`src/rtl/tlc5920_matrix.sv`:
```
// Row-multiplexed LED matrix controller for a TLC5920-style serial driver.
// Optional PWM brightness control is compiled in with TLC_BRIGHTNESS_EN.
module tlc5920_matrix #(
  parameter int g_divider  = 9,
  parameter int g_rows     = 4,
  parameter int g_columns  = 16,
  parameter int g_states   = 2,
  parameter int g_rowTicks = 256,
  localparam int ROW_BITS  = g_states * g_columns,
  localparam int CSEL_W    = (g_rows > 1) ? $clog2(g_rows) : 1
) (
  input  logic                         Clk_ik,
  input  logic                         Rst_ir,
  input  logic [g_rows*ROW_BITS-1:0]   ledData_ib,
  input  logic                         update_i,
  input  logic [7:0]                   brightness_ib8,
  output logic                         sclk_o,
  output logic                         data_o,
  output logic                         latch_o,
  output logic                         blank_o,
  output logic [CSEL_W-1:0]            csel_ob,
  output logic                         frameDone_o
);

  localparam int FRAME_BITS  = g_rows * ROW_BITS;
  localparam int SHIFT_TICKS = 2 * ROW_BITS;
  localparam int MAX_TICKS   = (SHIFT_TICKS > g_rowTicks) ? SHIFT_TICKS : g_rowTicks;
  localparam int PH_W        = $clog2(MAX_TICKS);
  localparam int DIV_W       = (g_divider > 0) ? $clog2(g_divider + 1) : 1;

  typedef enum logic [1:0] {BLANK, SHIFT, LATCH, DISPLAY} state_t;

  state_t                state, state_next;
  logic [DIV_W-1:0]      div_cnt;
  logic                  tick;
  logic [PH_W-1:0]       phase_cnt, phase_next;
  logic [CSEL_W-1:0]     row, row_next;
  logic                  row_last;
  logic                  load_row, shift_en, enter_display, row_wrap;
  logic                  frame_done;
  logic [ROW_BITS-1:0]   shift_reg;
  logic [FRAME_BITS-1:0] shadow_buf, active_buf;
  logic                  pending;
  logic                  display_blank;

  assign tick     = (div_cnt == DIV_W'(g_divider));
  assign row_last = (row == CSEL_W'(g_rows - 1));

  always_ff @(posedge Clk_ik or posedge Rst_ir) begin
    if (Rst_ir)    div_cnt <= '0;
    else if (tick) div_cnt <= '0;
    else           div_cnt <= div_cnt + 1'b1;
  end

  always_ff @(posedge Clk_ik or posedge Rst_ir) begin
    if (Rst_ir) begin
      state      <= BLANK;
      phase_cnt  <= '0;
      row        <= '0;
      frame_done <= 1'b0;
    end else begin
      state      <= state_next;
      phase_cnt  <= phase_next;
      row        <= row_next;
      frame_done <= row_wrap;
    end
  end

  // The row slice is loaded when leaving BLANK so that a frame transfer made
  // on the wrap edge is already visible to row 0.
  always_comb begin
    state_next    = state;
    phase_next    = phase_cnt;
    row_next      = row;
    load_row      = 1'b0;
    shift_en      = 1'b0;
    enter_display = 1'b0;
    row_wrap      = 1'b0;
    if (tick) begin
      case (state)
        BLANK: begin
          state_next = SHIFT;
          phase_next = '0;
          load_row   = 1'b1;
        end
        SHIFT: begin
          shift_en = phase_cnt[0];
          if (phase_cnt == PH_W'(SHIFT_TICKS - 1)) begin
            state_next = LATCH;
            phase_next = '0;
          end else begin
            phase_next = phase_cnt + 1'b1;
          end
        end
        LATCH: begin
          state_next    = DISPLAY;
          phase_next    = '0;
          enter_display = 1'b1;
        end
        DISPLAY: begin
          if (phase_cnt == PH_W'(g_rowTicks - 1)) begin
            state_next = BLANK;
            phase_next = '0;
            row_wrap   = row_last;
            row_next   = row_last ? '0 : row + 1'b1;
          end else begin
            phase_next = phase_cnt + 1'b1;
          end
        end
        default: state_next = BLANK;
      endcase
    end
  end

  always_comb begin
    sclk_o      = (state == SHIFT) & phase_cnt[0];
    data_o      = (state == SHIFT) & shift_reg[ROW_BITS-1];
    latch_o     = (state == LATCH);
    blank_o     = (state != DISPLAY) | display_blank;
    csel_ob     = row;
    frameDone_o = frame_done;
  end

  // A new bit is exposed as sclk falls, after the high half-period of the previous one.
  always_ff @(posedge Clk_ik or posedge Rst_ir) begin
    if (Rst_ir)
      shift_reg <= '0;
    else if (load_row)
      shift_reg <= active_buf[int'(row)*ROW_BITS +: ROW_BITS];
    else if (shift_en)
      shift_reg <= shift_reg << 1;
  end

  // Non-blocking reads make a coincident strobe land after the transfer.
  always_ff @(posedge Clk_ik or posedge Rst_ir) begin
    if (Rst_ir) begin
      shadow_buf <= '0;
      active_buf <= '0;
      pending    <= 1'b0;
    end else begin
      if (update_i)
        shadow_buf <= ledData_ib;
      if (row_wrap && pending)
        active_buf <= shadow_buf;
      if (update_i)
        pending <= 1'b1;
      else if (row_wrap)
        pending <= 1'b0;
    end
  end

`ifdef TLC_BRIGHTNESS_EN
  logic [7:0] pwm_cnt;
  logic [7:0] bright_q;

  always_ff @(posedge Clk_ik or posedge Rst_ir) begin
    if (Rst_ir) begin
      pwm_cnt  <= '0;
      bright_q <= '0;
    end else if (enter_display) begin
      pwm_cnt  <= '0;
      bright_q <= brightness_ib8;
    end else if (tick && state == DISPLAY) begin
      pwm_cnt  <= pwm_cnt + 1'b1;
    end
  end

  assign display_blank = (pwm_cnt >= bright_q);
`else
  logic unused_brightness;
  assign unused_brightness = ^{brightness_ib8, enter_display};
  assign display_blank     = 1'b0;
`endif

endmodule
```
`config.mk`:
```
export PLATFORM = sky130hd
export DESIGN_NAME = tlc5920_matrix
export DESIGN_NICKNAME = d
export VERILOG_FILES = /design/src/rtl/tlc5920_matrix.sv
export SDC_FILE = /design/constraint.sdc
export NUM_CORES = 1
export LEC_CHECK = 0
export CAP_MARGIN = 20
export CORE_ASPECT_RATIO = 0.6
export CORE_MARGIN = 3
export CORE_UTILIZATION = 50
export CTS_CLUSTER_SIZE = 30
export DETAILED_ROUTE_END_ITERATION = 8
export PLACE_DENSITY = 0.79
export RECOVER_POWER = 50
export SKIP_CTS_REPAIR_TIMING = 1
export SLEW_MARGIN = 20
export SYNTH_ARGS = -nofsm -noshare
export SYNTH_HDL_FRONTEND = slang
export SYNTH_SLANG_ARGS = --single-unit
```
`constraint.sdc`:
```
create_clock -name Clk_ik -period 14.3 [get_ports Clk_ik]
set_clock_uncertainty 0.2 [all_clocks]
set_input_delay 2.86 -clock Clk_ik [delete_from_list [all_inputs] [get_ports Clk_ik]]
set_output_delay 2.86 -clock Clk_ik [all_outputs]
set_load 0.01 [all_outputs]
```
Word-level counts from Yosys, hierarchy flattened
Index checks and enable logic that the tools add are counted.

storage, ports and cells
  bits in registers = 306
  input bits = 139
  output and inout port bits = 7

operators by class
  add/subtract/negate cells = 3
  equal/unequal tests = 10
  shift-type cells = 1
  multiplexer cells = 19
  bitwise operators = 2
  reductions and logical operators = 7

operator list
  kind                                                  count
  indexed part select 128 x 8 -> 32 bit                 1
  two-way mux 32 bit                                    2
  case mux 8 bit (3 select lines)                       1
  two-way mux 8 bit                                     2
  two-way mux 1 bit                                     9
  adder 8 x 1 -> 8 bit (second input constant)          1
  equality test 8 x 6 -> 1 bit (second input constant)  1
  equality test 8 bit (second input constant)           1
  case mux 2 bit (4 select lines)                       1
  equality test 2 bit (second input constant)           3
  two-way mux 2 bit                                     3
  != test 2 bit (second input constant)                 3
  AND reduction 3 bit                                   2
  adder 4 x 1 -> 4 bit (second input constant)          1
  equality test 4 bit (second input constant)           1
  two-way mux 4 bit                                     1
  nonzero test 2 bit                                    2
  adder 2 x 1 -> 2 bit (second input constant)          1
  bitwise AND 1 bit                                     2
  equality test 2 x 1 -> 1 bit (second input constant)  1
  logical NOT 2 bit                                     1
  OR reduction 2 bit                                    1
  logical AND 1 bit                                     1

Longest topological paths before layout
Gate-level depths: netlist of the first run.

  word-level depth = 6
  mapped depth = 8

Least setup slack after synthesis of the first run
OpenSTA, ideal clock, no wires.

  path kind = input-to-reg
  start = in update_i
  end = reg shadow_buf[0]
  library setup time = 125 ps
  data arrival time = 3,891 ps
  path slack = 10,084 ps
  stages on the path = 3
  buffers on the path = 2
  cell sequence = clkbuf_1 -> buf_1 -> mux2_2

RTL lines
  element               line  source
  start, declared       15    input logic update_i,
  end signal, assigned  142   shadow_buf <= ledData_ib;
  end, declared         42    logic [FRAME_BITS-1:0] shadow_buf, active_buf;

No word-level cell between the ends.

==> reports/results.ini, run 1 <==
[pwr]
leakagePower_nw = 6.89
ir_worst_vdd_uv = 71.3
p_total_mw = 1.79
pwr_density_cell_nw_per_um2 = 117

[synth]
ys.flop_type = dfrtp_1
async_reset_ff_share_pct = 100
yosys_warnings = 0
synth_seq_cells = 306
synth_cell_type_count = 43
syn_inst = 828
ys_seq_area_share_pct = 57.9
syn_nets = 974
syn_avg_cell_area_um2 = 16.0
syn_area_um2 = 13200
synth-edff-count = 0

[finish]
layout.nets = 1099
area_delta_synth_final_pct = 15.7
layout_common_cells = dfrtp_1 (305), mux2_2 (139), clkdlybuf4s50_1 (135)
fillerInstances = 1998
drive_above_1_share_pct = 23.9
num_antenna_cells = 0
final_common_cell = dfrtp_1

[clocking]
clockBufferDepth = 3
cts.sinks = 306
clk_latency_ns = 0.54
cts_tree = done
clk_pin_slew_ns = 0.06
cts-root-buf = clkbuf_16
htreeDepth = 1
numCtsBuffers = 28

[die]
num_rows = 45
die_area_um2 = 28500
core_area_um2 = 25600
ios = 146
die_y_um = 132
fp.dieW_um = 216
start_util_pct = 51.6

[route]
routed_wl_mm = 24.1
dr.pass1.iters = 4
drt-vias-per-instance = 5.27
drt_first_iter_violations = 494
ant_nets = 0
drc_errors = 0
via_count = 6996
routedWlPerCell_um = 18.1

[timing]
setup_viol = 0
setup_slack_ns = 6.73
worstMarginPinSlew_ns = 6.03
finalCritPeriodShare_pct = 53.0
slew_headroom_pct = -302
maxSlewViolCount = 348
rsz0062_at_grt = false
fmax_mhz = 132
fin_crit_ns = 7.57
hold_ws_ns = 0.275
hold_viol = 0
fin_setup_tns_ns = 0

[worst_hold_path]
hp-start = shadow_buf[69]
hold_class = flop to flop
holdPathEnd = active_buf[69]
hold-path-cell-count = 1

[setup_path]
cp_data_required_time_ns = 13.62
cp_cell_sequence = dlygate4sd3_1 -> clkinvlp_2
max_stage_delay_ns = 3.30
worstSetupPathType = input pin to async pin
reg2reg_from = csel_ob[1]
arrival_ns = 6.90
crit_family = buffers and inverters
critPathLaunchType = input pin
critPathBufInv = 2
worst-path-max-fanout = 141
cp_slowest_cell = clkinvlp_2
r2r-end = active_buf[87]
r2r_slack_ns = 8.63
reg2reg_depth = 4
end_kind = async pin

[grt]
antenna_found_initial = 0
grt_pass1_vias = 7291
grt_remaining_overflow = 0
grt_max_degree = 167
grt_pass1_wl_mm = 39.7
grt_usage_pct = 17.1

[placement]
dp_hpwl_mm = 15.2
place_ws_ns = 9.10
place.gp.congestion = 0.795
portBuffers = 137

[outcome]
outcome = complete, but fails checks
failed_checks = capacitance limit, slew limit

[job]
max_cap_viol_count = 5

stage by stage:
step                      area, µm²  instances  utilization, %
after floorplan               13200        828               -
after global placement        14800       1275            57.9
after detailed placement      14800       1275            57.9
after CTS                     15800       1327            61.5
after global routing          15300       1327            59.7
final                         15300       1327            59.7
where the power goes:
part	leakage (nW)	switching (mW)	internal (mW)
registers	3.95	0.0179	0.902
logic	2.47	0.0378	0.0652
clock network	0.471	0.324	0.445
cell usage after synthesis, types with 2 or more instances:
cell type,number,area (µm²)
buf_4,3,22.5
nor3_1,3,15.0
nand3_1,6,30.0
nor2_1,3,11.3
and2_1,4,25.0
nor2b_1,2,12.5
mux2_4,120,1800
buf_2,8,40.0
mux2_2,139,1570
o22ai_1,3,18.8
a21oi_1,3,15.0
inv_1,9,33.8
o211ai_1,3,22.5
nand2_1,42,158
mux2i_1,26,260
o311ai_0,2,17.5
ha_1,7,87.6
a22o_1,2,17.5
a22oi_1,10,75.1
nand4_1,2,12.5
dfrtp_1,306,7660
mux4_2,32,721
o21ai_1,2,10.0
clkbuf_1,24,90.1
and3_1,2,12.5
buf_6,13,146
o21ai_0,36,180
layout make-up:
cell class / count / area (µm²) / area share [%]
Multi-Input combinational cell: 464 / 4790 / 31.3
Timing Repair Buffer: 144 / 1420 / 9.30
Inverter: 9 / 35.0 / 0.229
Clock buffer: 34 / 744 / 4.87
Sequential cell: 306 / 7660 / 50.1
Clock inverter: 18 / 196 / 1.28
Tap cell: 352 / 440 / 2.88
cell families after synthesis:
family	count (synthesis)	share of synthesized area, %
AO/OA/AOI/OAI	67	3.18
XOR/XNOR	1	0.0663
adder cells (fa/ha/maj)	7	0.663
buffers and inverters	58	2.55
flip-flops	306	57.9
multiplexers	317	32.9
AND/OR/NAND/NOR	72	2.73
routing by layer:
layer  wire length (µm)  up-vias  GRT usage, %
met1              12300     3592          26.9
met4                221        0          2.19
met3               1020       21          3.82
met5                  0        -             0
li1                   -     3262             -
met2              10500      121          25.1
worst max path at each step:
stage / start / endpoint / slack, ns / depth (start not counted)
3_3_place_gp: Rst_ir / csel_ob[1] / 9.08 / 3
3_5_place_dp: Rst_ir / csel_ob[1] / 9.10 / 3
6_report: Rst_ir / active_buf[106] / 6.73 / 2
5_1_grt: Rst_ir / active_buf[73] / 5.73 / 2
2_1_floorplan: Rst_ir / active_buf[0] / 2.78 / 1
4_1_cts: csel_ob[1] / csel_ob[1] / 8.89 / 1
Note: power is estimated with default switching activity, not from simulation.
==> run 2: changes to the inputs <==
--- a/config.mk
+++ b/config.mk
@@ -11,7 +11,7 @@
 export CORE_UTILIZATION = 50
 export CTS_CLUSTER_SIZE = 30
 export DETAILED_ROUTE_END_ITERATION = 8
-export PLACE_DENSITY = 0.79
+export PLACE_DENSITY = 0.82
 export RECOVER_POWER = 50
 export SKIP_CTS_REPAIR_TIMING = 1
 export SLEW_MARGIN = 20
==> constraint.sdc (replaced) <==
create_clock -name Clk_ik -period 6.25 [get_ports Clk_ik]
set_clock_uncertainty 0.2 [all_clocks]
set_input_delay 1.25 -clock Clk_ik [delete_from_list [all_inputs] [get_ports Clk_ik]]
set_output_delay 1.25 -clock Clk_ik [all_outputs]
set_load 0.01 [all_outputs]
==> reports/results.ini, run 2 (synthesis gave the netlist of run 1 again) <==
[clocking]
clk_latency_ns = 0.54
cts-root-buf = clkbuf_16
clockBufferDepth = 3
clk_pin_slew_ns = 0.06
cts_tree = done
cts.sinks = 306
htreeDepth = 1
numCtsBuffers = 27

[timing]
maxSlewViolCount = 168
setup_slack_ns = 1.85
hold_viol = 0
fmax_mhz = 227
rsz0062_at_grt = false
fin_crit_ns = 4.40
worstMarginPinSlew_ns = 3.14
finalCritPeriodShare_pct = 70.4
fin_setup_tns_ns = 0
slew_headroom_pct = -109
setup_viol = 0

[placement]
portBuffers = 137
place_ws_ns = 2.39
dp.cells = 1275
place.gp.congestion = 0.793
dp_hpwl_mm = 15.5

[finish]
final_common_cell = dfrtp_1
num_antenna_cells = 0
fin_cells = 1323
area_delta_synth_final_pct = 18.4
drive_above_1_share_pct = 35.6
layout_common_cells = dfrtp_1 (305), mux2_2 (139), clkdlybuf4s50_1 (136)
layout.nets = 1098

[grt]
grt_pass1_wl_mm = 40.8
grt_usage_pct = 17.6
grt_max_degree = 175
antenna_found_initial = 0
grt_pass1_vias = 7499
grt_remaining_overflow = 0

[die]
num_rows = 45
die_area_um2 = 28500
fp.dieW_um = 216
start_util_pct = 51.6
die_y_um = 132
ios = 146
core_area_um2 = 25600

[route]
dr.pass1.iters = 6
drt_first_iter_violations = 444
drt-vias-per-instance = 5.38
ant_nets = 0
via_count = 7116
routedWlPerCell_um = 18.7
routed_wl_mm = 24.7
drc_errors = 0

[job]
max_cap_viol_count = 2

[outcome]
failed_checks = capacitance limit, slew limit
outcome = complete, but fails checks

[setup_path]
critPathLaunchType = input pin
cp_data_required_time_ns = 5.99
arrival_ns = 4.14
worstSetupPathType = input pin to async pin
end_kind = async pin
worst-path-max-fanout = 131
r2r_slack_ns = 2.03

[pwr]
ir_worst_vdd_uv = 204
p_total_mw = 3.96
leakagePower_nw = 7.16
pwr_density_cell_nw_per_um2 = 253

[worst_hold_path]
hold_class = flop to flop

run 2: worst paths after layout:
kind / to / start / cells past startpoint
hold reg to reg: shift_reg[3] / shift_reg[3] / 2
min in group asynchronous: shadow_buf[59] / Rst_ir / 2
hold / removal: shift_reg[3] / shift_reg[3] / 2
max in group Clk_ik: csel_ob[1] / csel_ob[1] / 1
setup / recovery: active_buf[73] / Rst_ir / 3
setup reg to reg: active_buf[18] / csel_ob[1] / 4
run 2: through the flow:
| stage | utilization, % | hold slack, ns | instance area [µm²] |
|---|---|---|---|
| 2_1_floorplan | - | 0.242 | 13200 |
| 3_3_place_gp | 57.9 | 0.261 | 14800 |
| 3_5_place_dp | 57.9 | 0.272 | 14800 |
| 4_1_cts | 61.2 | 0.286 | 15700 |
| 5_1_grt | 61.1 | 0.309 | 15700 |
| 6_report | 61.1 | 0.283 | 15700 |
run 2: power breakdown:
part / leakage [nW] / internal (mW) / switching [mW]
Clock: 0.413 / 0.898 / 0.710
Sequential: 3.95 / 2.06 / 0.0465
Combinational: 2.79 / 0.149 / 0.0885
run 2: worst max-delay path, stage by stage:
cell	delay (ns)
clkdlybuf4s50_1	0.41
clkinvlp_2	0.14
clkbuf_2	2.16
run 2: area by class of cell:
class	count	area, µm²
clock inverter	7	62.6
inverter	9	35.0
fill	1869	9960
clock buffer	41	778
multi-input combinational	464	5250
sequential	306	7660
timing repair buffer	144	1440
tap	352	440
run 2: per-layer routing:
layer | global-route usage [%] | vias up | part of all wire (%)
met5 | 0 | - | 0
met4 | 2.91 | 0 | 1.5
met3 | 3.55 | 31 | 3.9
met2 | 26.7 | 133 | 45
met1 | 26.8 | 3701 | 50
li1 | - | 3251 | -
==> variant: new RTL, settings of run 2 <==
Register the output `data_o`, cleared by the reset; this adds one clock of latency there. The other outputs are not delayed to match.
--- a/src/rtl/tlc5920_matrix.sv
+++ b/src/rtl/tlc5920_matrix.sv
@@ -31,2 +31,4 @@
   typedef enum logic [1:0] {BLANK, SHIFT, LATCH, DISPLAY} state_t;
+
+  logic data_d;
 
@@ -116,3 +118,3 @@
     sclk_o      = (state == SHIFT) & phase_cnt[0];
-    data_o      = (state == SHIFT) & shift_reg[ROW_BITS-1];
+    data_d      = (state == SHIFT) & shift_reg[ROW_BITS-1];
     latch_o     = (state == LATCH);
@@ -174,2 +176,10 @@
 
+  always_ff @(posedge Clk_ik or posedge Rst_ir) begin
+    if (Rst_ir) begin
+      data_o <= '0;
+    end else begin
+      data_o <= data_d;
+    end
+  end
+
 endmodule
Behaviour: same outputs for any inputs over 10 cycles, from zero or initial values and one cycle with Rst_ir high; that may be too few to reach the edited logic, so the function may still have changed.
==> variant against run 2 <==
- the run still ends with capacitance limit, slew limit left
- critical endpoint is now csel_ob[1]
- sequential cell count is 1 higher
- final area grew 1.4%
- worst setup slack worse by 0.066 ns
- worst hold slack about the same
- routed wire length is 3.5% higher
- register-to-register slack improved by 0.30 ns
- synthesized area increased by 0.19%
- power rose by 5.7%
- utilization rose by 0.74 points
==> variant: results (changes against run 2) <==
set qor(clkLatencyLatePin_ns) 0.55
set qor(pin_count_of_the_biggest_net_entering_global_routing) 157 ;# -10%
set qor(gp_congestion) 0.790 ;# -0.42%
set qor(critical_path_arrival_ns) 3.02 ;# -1.12 ns
set qor(drt_iter0_drc) 360 ;# -19%
set qor(slowest_delay_ns) 1.67 ;# -0.49 ns
set qor(fill_cells) 1916 ;# +2.5%
set qor(layout.nets) 1103 ;# +0.46%
set qor(numCtsBuffers) 28 ;# +3.7%
set qor(synth_commonest_cells) {307 x dfrtp_1, 139 x mux2_2, 120 x mux2_4}
set qor(cp_max_fo) 35 ;# -73%
set qor(crit_path_top_delay_cell) {dfrtp_1}
set qor(synth_sequential_area_ratio_pct) 58.0 ;# +0.079 points
set qor(irDropWorstVdd_v) 0.000174 ;# -14%
set qor(detailedPlacementHpwl_mm) 15.8 ;# +1.6%
set qor(syn_nets) 975 ;# +0.10%
set qor(final.setup.tns_ns) 0 ;# unchanged
set qor(finalWirelength_mm) 25.6 ;# +3.5%
set qor(power.leakage_nw) 7.27 ;# +1.6%
set qor(vias_in_the_first_global_route) 7637 ;# +1.8%
set qor(dr_total_vias) 7178 ;# +0.87%
set qor(cpLargestDelayFamily) {flip-flops}
set qor(yosys_warnings) 0 ;# unchanged
set qor(drt_first_pass_iters) 4 ;# -2
set qor(reg2reg_depth) 5 ;# +1
set qor(slew_headroom_pct) -54.8 ;# +55 points
set qor(drv_cap) 2 ;# unchanged
set qor(violations) {capacitance limit, slew limit}
set qor(wire_length_of_the_first_global_routing_pass_mm) 41.6 ;# +1.9%
set qor(layout_cell_share_with_drive_strength_beyond_1_pct) 36.4 ;# +0.73 points
set qor(min-delay-path-class) {reg -> reg}
set qor(htree_levels) 1 ;# unchanged
set qor(final-max-slew-violation-count) 75 ;# -55%
set qor(standard_cell_area_after_detailed_placement_sq_um) 14900 ;# +0.24%
set qor(p_sw_w) 0.000880 ;# +4.1%
set qor(post_synth_main_area_contributors) {dfrtp_1 58%, mux2_4 14%, mux2_2 12%}
set qor(globalRouteTotalUtil_pct) 18.0 ;# +0.46 points
set qor(result_of_the_run) {finished with violations}
-- variant: cell type report --
| type | instances | area (sq um) | share of cell area (%) |
|---|---|---|---|
| multi-input combinational | 464 | 5250 | 33.0 |
| clock buffer | 43 | 868 | 5.47 |
| tap | 352 | 440 | 2.77 |
| timing repair buffer | 147 | 1490 | 9.35 |
| inverter | 9 | 35.0 | 0.221 |
| clock inverter | 9 | 123 | 0.772 |
| sequential | 307 | 7680 | 48.4 |
-- variant: routing by layer --
metal	up-vias	wire, um	track usage [%]	part of all wire (%)
met2	143	11500	27.5	45
li1	3252	-	-	-
met5	-	0	0	0
met4	0	206	2.22	0.81
met3	20	1410	4.03	5.5
met1	3763	12400	27.5	49
-- variant: logic make-up (layout without fill, tap and decap cells) --
kind of cell,count (synthesis),count (layout),share of synthesized area (%)
muxes,317,317,32.8
DFF,307,307,58.0
and+or+nand+nor,72,72,2.72
AOI/OAI and AO/OA,67,67,3.17
buffers and inverters,58,208,2.54
adders and majority gates,7,7,0.661
xor gates and xnor gates,1,1,0.0661
-- variant: final timing paths --
kind | start | end | slack (ns)
max in group asynchronous | Rst_ir | shadow_buf[39]$_DFFE_PP0P_ | 3.91
hold / removal | shift_reg[5]$_DFFE_PP0P_ | shift_reg[5]$_DFFE_PP0P_ | 0.28
setup / recovery | csel_ob[1]$_DFFE_PP0P_ | csel_ob[1] | 1.78
setup reg to reg | csel_ob[1]$_DFFE_PP0P_ | active_buf[73]$_DFFE_PP0P_ | 2.33
min in group asynchronous | Rst_ir | active_buf[124]$_DFFE_PP0P_ | 1.20
hold reg to reg | shift_reg[5]$_DFFE_PP0P_ | shift_reg[5]$_DFFE_PP0P_ | 0.28
-- variant: power by group through the flow --
stage / Clock (W) / Combinational (W) / Sequential (W)
finish: 0.00182 / 0.000239 / 0.00212
global route: 0.00194 / 0.000261 / 0.00213
CTS: 0.00186 / 0.000245 / 0.00212
detailed placement: 0 / 0.000244 / 0.00215
global placement: 0 / 0.000237 / 0.00215
floorplan: 0 / 0.000131 / 0.00214
-- variant: per-stage QoR --
step | util (%) | hold WS [ns] | power, W | setup WS, ns | std cells
2_1_floorplan | - | 0.242 | 0.00227 | 0.715 | 829
3_3_place_gp | 57.9 | 0.255 | 0.00239 | 2.44 | 1278
3_5_place_dp | 57.9 | 0.271 | 0.00240 | 2.39 | 1278
4_1_cts | 61.8 | 0.287 | 0.00423 | 2.37 | 1330
5_1_grt | 61.9 | 0.298 | 0.00433 | 1.61 | 1331
6_report | 61.9 | 0.282 | 0.00418 | 1.78 | 1331
